File: config.mk
export PLATFORM = sky130hd
export DESIGN_NAME = pipe_ctrl_hazard
export DESIGN_NICKNAME = d
export VERILOG_FILES = /design/src/rtl/pipe_ctrl_hazard.sv
export SDC_FILE = /design/constraint.sdc
export NUM_CORES = 1
export LEC_CHECK = 0
export BUFFER_PORTS_ARGS = -buffer_cell sky130_fd_sc_hd__buf_2
export CAP_MARGIN = 40
export CORE_UTILIZATION = 49
export DETAILED_ROUTE_END_ITERATION = 12
export PLACE_DENSITY_LB_ADDON = 0.08
export REMOVE_ABC_BUFFERS = 1
export SYNTH_ARGS = -nofsm -noshare
export SYNTH_HDL_FRONTEND = slang
export SYNTH_SLANG_ARGS = --single-unit
File: constraint.sdc
create_clock -name clk -period 3.2 [get_ports clk]
set_input_delay 0.16 -clock clk [delete_from_list [all_inputs] [get_ports clk]]
set_output_delay 0.16 -clock clk [all_outputs]
set_load 0.005 [all_outputs]
File: src/rtl/pipe_ctrl_hazard.sv
// pipe_ctrl_hazard: carries decoded control through the ID/EX, EX/MEM and
// MEM/WB registers, detects data hazards and drives the PC / IF/ID controls.
// Optional build macro FWD_UNIT_EN: enables the operand forwarding selects
// and restricts stalls to load-use; without it every in-flight producer
// that matches an ID source stalls the front end.
module pipe_ctrl_hazard #(
  parameter int REG_AW = 5
) (
  input  logic              clk,
  input  logic              rst_n,
  input  logic              id_reg_dst,
  input  logic              id_alu_src,
  input  logic              id_mem_to_reg,
  input  logic              id_reg_write,
  input  logic              id_mem_read,
  input  logic              id_mem_write,
  input  logic              id_branch,
  input  logic [1:0]        id_alu_op,
  input  logic [REG_AW-1:0] id_rs,
  input  logic [REG_AW-1:0] id_rt,
  input  logic [REG_AW-1:0] id_rd,
  input  logic              ex_branch_taken,
  output logic              ex_reg_dst,
  output logic              ex_alu_src,
  output logic              ex_mem_to_reg,
  output logic              ex_reg_write,
  output logic              ex_mem_read,
  output logic              ex_mem_write,
  output logic              ex_branch,
  output logic [1:0]        ex_alu_op,
  output logic [REG_AW-1:0] ex_rs,
  output logic [REG_AW-1:0] ex_rt,
  output logic [REG_AW-1:0] ex_dest,
  output logic              mem_mem_to_reg,
  output logic              mem_reg_write,
  output logic              mem_mem_read,
  output logic              mem_mem_write,
  output logic [REG_AW-1:0] mem_dest,
  output logic              wb_mem_to_reg,
  output logic              wb_reg_write,
  output logic [REG_AW-1:0] wb_dest,
  output logic              pc_write,
  output logic              ifid_write,
  output logic              ifid_flush,
  output logic [1:0]        fwd_a,
  output logic [1:0]        fwd_b
);

  logic [REG_AW-1:0] idDest;
  logic              loadUse;
  logic              stallReq;
  logic              flushReq;
  logic              bubble;

  assign idDest = id_reg_dst ? id_rd : id_rt;

  // Hazard detection, forwarding selects and front-end controls
  always_comb begin
    loadUse  = ex_mem_read && (ex_dest != '0) &&
               ((ex_dest == id_rs) || (ex_dest == id_rt));
    stallReq = loadUse;
    fwd_a    = 2'b00;
    fwd_b    = 2'b00;
`ifdef FWD_UNIT_EN
    // EX/MEM result is newer than MEM/WB, so it wins when both match
    if (mem_reg_write && (mem_dest != '0) && (mem_dest == ex_rs))
      fwd_a = 2'b10;
    else if (wb_reg_write && (wb_dest != '0) && (wb_dest == ex_rs))
      fwd_a = 2'b01;
    if (mem_reg_write && (mem_dest != '0) && (mem_dest == ex_rt))
      fwd_b = 2'b10;
    else if (wb_reg_write && (wb_dest != '0) && (wb_dest == ex_rt))
      fwd_b = 2'b01;
`else
    // No bypass paths: wait until the producer has reached WB
    if (ex_reg_write && (ex_dest != '0) &&
        ((ex_dest == id_rs) || (ex_dest == id_rt)))
      stallReq = 1'b1;
    if (mem_reg_write && (mem_dest != '0) &&
        ((mem_dest == id_rs) || (mem_dest == id_rt)))
      stallReq = 1'b1;
`endif
    flushReq   = ex_branch_taken;
    bubble     = flushReq || stallReq;
    // A taken branch redirects the PC, so it overrides any stall
    pc_write   = flushReq || !stallReq;
    ifid_write = flushReq || !stallReq;
    ifid_flush = flushReq;
  end

  // ID/EX register: loads a bubble on stall or flush
  always_ff @(posedge clk or negedge rst_n) begin
    if (!rst_n) begin
      ex_reg_dst    <= 1'b0;
      ex_alu_src    <= 1'b0;
      ex_mem_to_reg <= 1'b0;
      ex_reg_write  <= 1'b0;
      ex_mem_read   <= 1'b0;
      ex_mem_write  <= 1'b0;
      ex_branch     <= 1'b0;
      ex_alu_op     <= 2'b00;
      ex_rs         <= '0;
      ex_rt         <= '0;
      ex_dest       <= '0;
    end else if (bubble) begin
      ex_reg_dst    <= 1'b0;
      ex_alu_src    <= 1'b0;
      ex_mem_to_reg <= 1'b0;
      ex_reg_write  <= 1'b0;
      ex_mem_read   <= 1'b0;
      ex_mem_write  <= 1'b0;
      ex_branch     <= 1'b0;
      ex_alu_op     <= 2'b00;
      ex_rs         <= '0;
      ex_rt         <= '0;
      ex_dest       <= '0;
    end else begin
      ex_reg_dst    <= id_reg_dst;
      ex_alu_src    <= id_alu_src;
      ex_mem_to_reg <= id_mem_to_reg;
      ex_reg_write  <= id_reg_write;
      ex_mem_read   <= id_mem_read;
      ex_mem_write  <= id_mem_write;
      ex_branch     <= id_branch;
      ex_alu_op     <= id_alu_op;
      ex_rs         <= id_rs;
      ex_rt         <= id_rt;
      ex_dest       <= idDest;
    end
  end

  // EX/MEM register: always advances, drops branch and ALU controls
  always_ff @(posedge clk or negedge rst_n) begin
    if (!rst_n) begin
      mem_mem_to_reg <= 1'b0;
      mem_reg_write  <= 1'b0;
      mem_mem_read   <= 1'b0;
      mem_mem_write  <= 1'b0;
      mem_dest       <= '0;
    end else begin
      mem_mem_to_reg <= ex_mem_to_reg;
      mem_reg_write  <= ex_reg_write;
      mem_mem_read   <= ex_mem_read;
      mem_mem_write  <= ex_mem_write;
      mem_dest       <= ex_dest;
    end
  end

  // MEM/WB register: always advances, keeps only write-back controls
  always_ff @(posedge clk or negedge rst_n) begin
    if (!rst_n) begin
      wb_mem_to_reg <= 1'b0;
      wb_reg_write  <= 1'b0;
      wb_dest       <= '0;
    end else begin
      wb_mem_to_reg <= mem_mem_to_reg;
      wb_reg_write  <= mem_reg_write;
      wb_dest       <= mem_dest;
    end
  end

endmodule

==> metrics.csv, run 1 <==
metric,value,unit
path_cells,"xor2_1, nor3_1, a22oi_1, o22ai_1, nand2_1, buf_2",
multi_input_area,500.5,sq um
routedWlPerCell,13.15,um
row_count,20,
m1WireLength,1.305,mm
dieArea,0.003401,sq mm
postPlaceCellArea,0.001906,sq mm
reg2reg_depth,4,
critPathKind,flop to output port,
final_layout_size_suffix_gt1_frac,0.4061,
reg2reg_setup_slack,1.43,ns
hold_class,primary input to flop,
synth_area_leader_cell,dfrtp_1,
leakagePower,1.139,nW
skew,0.007249,ns
synth_compound_area_frac,0.04026,
routed.top_layer,met4,
final_area,0.002079,sq mm
cp_max_fo,6,
io-pin-count,74,
vdd_drop_max,0.0003446,V
h-tree-depth,2,
clk_pin_slew_worst_paths,0.12,ns
grt_pass1_vias,1107,
route.met3.wl,202,um
track_usage,0.2098,
grt_first_pass_wirelength,5.092,mm
wl,3.169,mm
grt_max_degree,41,
setup_viol,0,
synthArstFlopShare,1.000,
cts_tree,yes,
antenna_found_initial,0,
routed-wl-met2,1.590,mm
slew_headroom,0.4343,
setup-tns-final,0,ns
cpMaxStageDelayCell,dfrtp_1,
synth_top_family_by_area,simple AND/OR/NAND/NOR gates,
synth_fa_ha_area_frac,0,
fmax,450.4,MHz
yosys-mux-area-fraction,0.03221,
synth.area.top_cells,"dfrtp_1 (64%), xor2_1 (11%), and2_1 (7.6%)",
cap_violations,0,
drc,0,
syn_area,0.001554,sq mm
worstHoldStart,ex_branch_taken,
cts-root-buf,clkbuf_4,
nets,223,
synth_warnings,0,
numCtsBuffers,5,
synth_seq_cells,40,
detail-route-antenna-nets,0,
synth-edff-count,0,
required,3.04,ns
period_share,0.6939,
first_pass_iters,4,
floorplan.die.height,58.32,um
globalRoute.totalOverflow,0,
antenna_cells,0,
core_area,0.003028,sq mm
yosysMostFrequentCell,dfrtp_1,
ys.flop_type,dfrtp_1,
ys_top_cells_by_count,"dfrtp_1 (40), xor2_1 (20), and2_1 (19), nor3_1 (9), buf_4 (6)",
synth_xor_area_frac,0.1127,
worstReg2RegEnd,ex_rt[1]$_DFF_PN0_,
outcome,completed,
port_buffers,69,
finalCriticalPeriod,2.220,ns
worstSkewPairLatency,0.35,ns
worstPathArrival,2.06,ns
cp-end-kind,output port,
rsz0062_at_grt,no,
setup.worst_path.start_class,flop,
postSynthCellCount,116,
vias_per_cell,4.676,
worstHoldPathCells,2,
die_w,58.32,um
hpwl,2.237,mm
max_stage_delay,0.48,ns
ys_seq_area_frac,0.6441,
seq_area,0.001001,sq mm
powerDensity,500.2,mW/mm^2
cts-resized-gates,0,
nFillCells,220,
finalMaxSlewViolations,0,
r2r_start,ex_dest[0]$_DFF_PN0_,
synth.distinct_cells,18,
tightest_slew,0.8485,ns
avgSynthCellArea,13.40,sq um
gp_congestion,0.8144,
cts_sinks,40,
cts_max_path_buffers,2,
vias,1127,
synth_top_area_share,0.6441,
synthToLayoutAreaGrowth,33.82,%
drt_iter0_drc,25,
start_util,0.5132,
hold_violations,0,
whs_endpoint,ex_dest[4]$_DFF_PN0_,
synth_simple_gate_area_frac,0.1272,
[cells in the final DEF (no fill, tap or decap), drive strengths merged]
master        n
clkbuf        5
o221a         1
nor2          4
or4           2
o22ai         2
xor2         20
bufinv        1
clkinvlp      1
dfrtp        40
nand2         1
dlygate4sd3   9
a22oi         2
conb          4
and2         19
mux2i         5
nor3          9
inv           2
buf          69
o21ai         1
[report_power, final]
group,total (mW),switching [mW],internal (mW),leakage [nW]
Combinational,0.144,0.0704,0.0739,0.580
Clock,0.335,0.169,0.167,0.0418
Sequential,0.560,0.0227,0.538,0.517
Total,1.04,0.262,0.778,1.14
[cell families (layout without fill, tap and decap cells)]
family                    after synthesis  count (layout)
DFF                                    40              40
and+or+nand+nor                        35              35
xor gates and xnor gates               20              20
buffers and inverters                   9              87
AOI/OAI and AO/OA                       6               6
muxes                                   5               5
other                                   1               4
[metal layers]
metal / vias to the layer above / GRT usage
li1: 529 / -
met1: 537 / 0.2474
met2: 52 / 0.3465
met3: 9 / 0.07253
met4: 0 / 0.09864
met5: - / 0
[stage by stage]
step / setup WS, ns / cells / util / power, mW / hold slack, ns
6_report: 0.9796 / 241 / 0.6868 / 1.040 / 0.05229
3_3_place_gp: 1.441 / 224 / 0.6293 / 0.7037 / 0.3036
2_1_floorplan: 1.641 / 111 / - / 0.6272 / -0.1356
3_5_place_dp: 1.379 / 224 / 0.6293 / 0.7082 / 0.3119
4_1_cts: 0.9581 / 240 / 0.6835 / 1.052 / 0.0007113
5_1_grt: 0.7953 / 241 / 0.6868 / 1.096 / 0.03118
[worst max-delay path by stage]
stage                               start          to  slack, ns  cells after the start
floorplan            ex_dest[0]$_DFF_PN0_  ifid_write       1.64                      4
global placement     ex_dest[0]$_DFF_PN0_    pc_write       1.44                      5
detailed placement   ex_dest[0]$_DFF_PN0_    pc_write       1.38                      6
CTS                  ex_dest[0]$_DFF_PN0_    pc_write       0.96                      6
global route        mem_dest[2]$_DFF_PN0_  ifid_write       0.80                      6
finish               ex_dest[0]$_DFF_PN0_    pc_write       0.98                      6
[worst max-delay path, delay by kind of cell, from the launching register on]
family,cells,cell delay [ns]
AO/OA/AOI/OAI,2,0.54
XOR/XNOR,1,0.19
buffers and inverters,1,0.15
flip-flops,1,0.48
AND/OR/NAND/NOR,2,0.35
[what timing repair did]
| item | CTS | global route |
|---|---|---|
| buffers inserted | 0 | 0 |
| hold buffers | 8 | 1 |
| hold endpoints to repair | 47 | 1 |
[final cells by class]
| class | instances | share of cell area |
|---|---|---|
| multi-input cells | 70 | 0.2407 |
| clock buffers | 5 | 0.01805 |
| flip-flops and latches | 40 | 0.4813 |
| inverters | 1 | 0.001805 |
| repair buffers | 78 | 0.2094 |
| well taps | 44 | 0.02647 |
| clock inverters | 3 | 0.02226 |
(Power assumes the default switching activity.)
==> run 2, diff against run 1 <==
Settings changed: CORE_UTILIZATION 49 to 45.
Clock period 3.2 ns to 2.2 ns, I/O delays scaled along.
==> metrics.csv, run 2 (synthesis gave the netlist of run 1 again) <==
metric,value,unit
setup_viol,0,
cts-root-buf,clkbuf_4,
cap_violations,0,
worstSkewPairLatency,0.34,ns
synthToLayoutAreaGrowth,33.74,%
globalRoute.totalOverflow,0,
final_cell_mix,"buf_2 (69), dfrtp_1 (40), xor2_1 (20)",
p_seq_frac,0.548,
finalMaxSlewViolations,0,
hold_violations,0,
cp-end-kind,output port,
p_switching,0.3579,mW
cpMaxStageDelayCell,or4_1,
cts_setup_buffers,0,
critPathLaunch,ex_dest[0]$_DFF_PN0_,
final_area,0.002078,sq mm
floorplan.die.height,60.77,um
track_usage,0.1855,
whs,0.01999,ns
outcome,completed,
nets,223,
post-route-util,0.6591,
numCtsBuffers,5,
fmax,486.8,MHz
worstPathArrival,1.94,ns
row_count,20,
h-tree-depth,2,
setup.worst_path.start_class,flop,
hpwl,2.108,mm
grt_first_pass_wirelength,4.781,mm
slew_headroom,0.4400,
cts_max_path_buffers,2,
first_pass_iters,3,
routedWlPerCell,12.35,um
reg2reg_depth,4,
combPwrFrac,0.140,
finalCriticalPeriod,2.054,ns
gp_congestion,0.8408,
required,2.09,ns
crit_path_frequent_cell,o22ai_2,
cts_sinks,40,
period_share,0.9337,
drc,0,
p_int,1.128,mW
drt_iter0_drc,25,
final_layout_size_suffix_gt1_frac,0.4061,
io-pin-count,74,
vdd_drop_max,0.0003933,V
postPlaceCellArea,0.001906,sq mm
vias,1112,
clk_pin_slew_worst_paths,0.11,ns
detail-route-antenna-nets,0,
skew,0.009507,ns
powerDensity,715.2,mW/mm^2
hold_class,primary input to flop,
nFillCells,275,
leakagePower,1.140,nW
critPathKind,flop to output port,
setup-tns-final,0,ns
grt_max_degree,41,
cts_tree,yes,
worstHoldStart,id_rs[0],
vias_per_cell,4.614,
place_inst,224,
pwr-share-clk,0.312,
setup_ws,0.1458,ns
path_cells,"or4_1, o22ai_2, o22ai_2, nand2_1, buf_2",
antenna_found_initial,0,
max_stage_delay,0.57,ns
p_sw_frac,0.2408,
die_w,60.77,um
start_util,0.4929,
post-place-ws,0.4384,ns
power,1.486,mW
dieArea,0.003692,sq mm
cp_max_fo,6,
layout_commonest_cell,buf_2,
r2r_start,ex_dest[0]$_DFF_PN0_,
grt_pass1_vias,1099,
tightest_slew,0.8400,ns
fin_cells,241,
port_buffers,69,
wl,2.976,mm
worstHoldPathCells,2,
core_area,0.003153,sq mm
antenna_cells,0,
[run 2: cell count changes in the layout (fill, tap and decap cells not counted), sizes merged]
cell	change
clkbuf	+1
clkinv	+1
clkinvlp	-1
inv	-1
[run 2: cell type report]
class,count,area [sq um],share of cell area
inverters,1,3.754,0.001806
clock buffers,6,41.29,0.01987
multi-input cells,70,506.7,0.2438
flip-flops and latches,40,1001,0.4816
well taps,44,55.05,0.02649
repair buffers,78,435.4,0.2095
clock inverters,2,35.03,0.01686
[run 2: final timing paths]
check,to,slack (ns)
setup / recovery,ifid_write,0.15
setup reg to reg,ex_alu_src$_DFF_PN0_,0.44
min in group asynchronous,mem_dest[2]$_DFF_PN0_,0.40
max in group asynchronous,mem_dest[3]$_DFF_PN0_,1.27
hold reg to reg,mem_mem_to_reg$_DFF_PN0_,0.39
hold / removal,ex_rs[0]$_DFF_PN0_,0.02
[run 2: metal layers]
| layer | GRT usage | wire (um) | up-vias |
|---|---|---|---|
| li1 | - | - | 530 |
| met1 | 0.2190 | 1261 | 524 |
| met2 | 0.3108 | 1426 | 53 |
| met5 | 0 | 0 | - |
| met3 | 0.06823 | 243 | 5 |
| met4 | 0.06818 | 45 | 0 |
[run 2: power by group through the flow]
stage	Sequential [mW]	Clock [mW]	Combinational, mW
floorplan	0.833	0	0.0791
global placement	0.829	0	0.195
detailed placement	0.831	0	0.196
CTS	0.817	0.475	0.209
global route	0.823	0.507	0.238
finish	0.815	0.463	0.208
[run 2: repair_timing]
item                                   CTS  global route
setup endpoints to repair                0             2
gates resized for setup                  0             1
hold buffers                             9             0
endpoints found under the hold margin   48             0
[run 2: worst max-delay path: cells and delay by family, from the launching register on]
family	cells	cell delay, ns
buffers and inverters	1	0.11
flip-flops	1	0.47
AND/OR/NAND/NOR	2	0.69
AO/OA/AOI/OAI	2	0.34
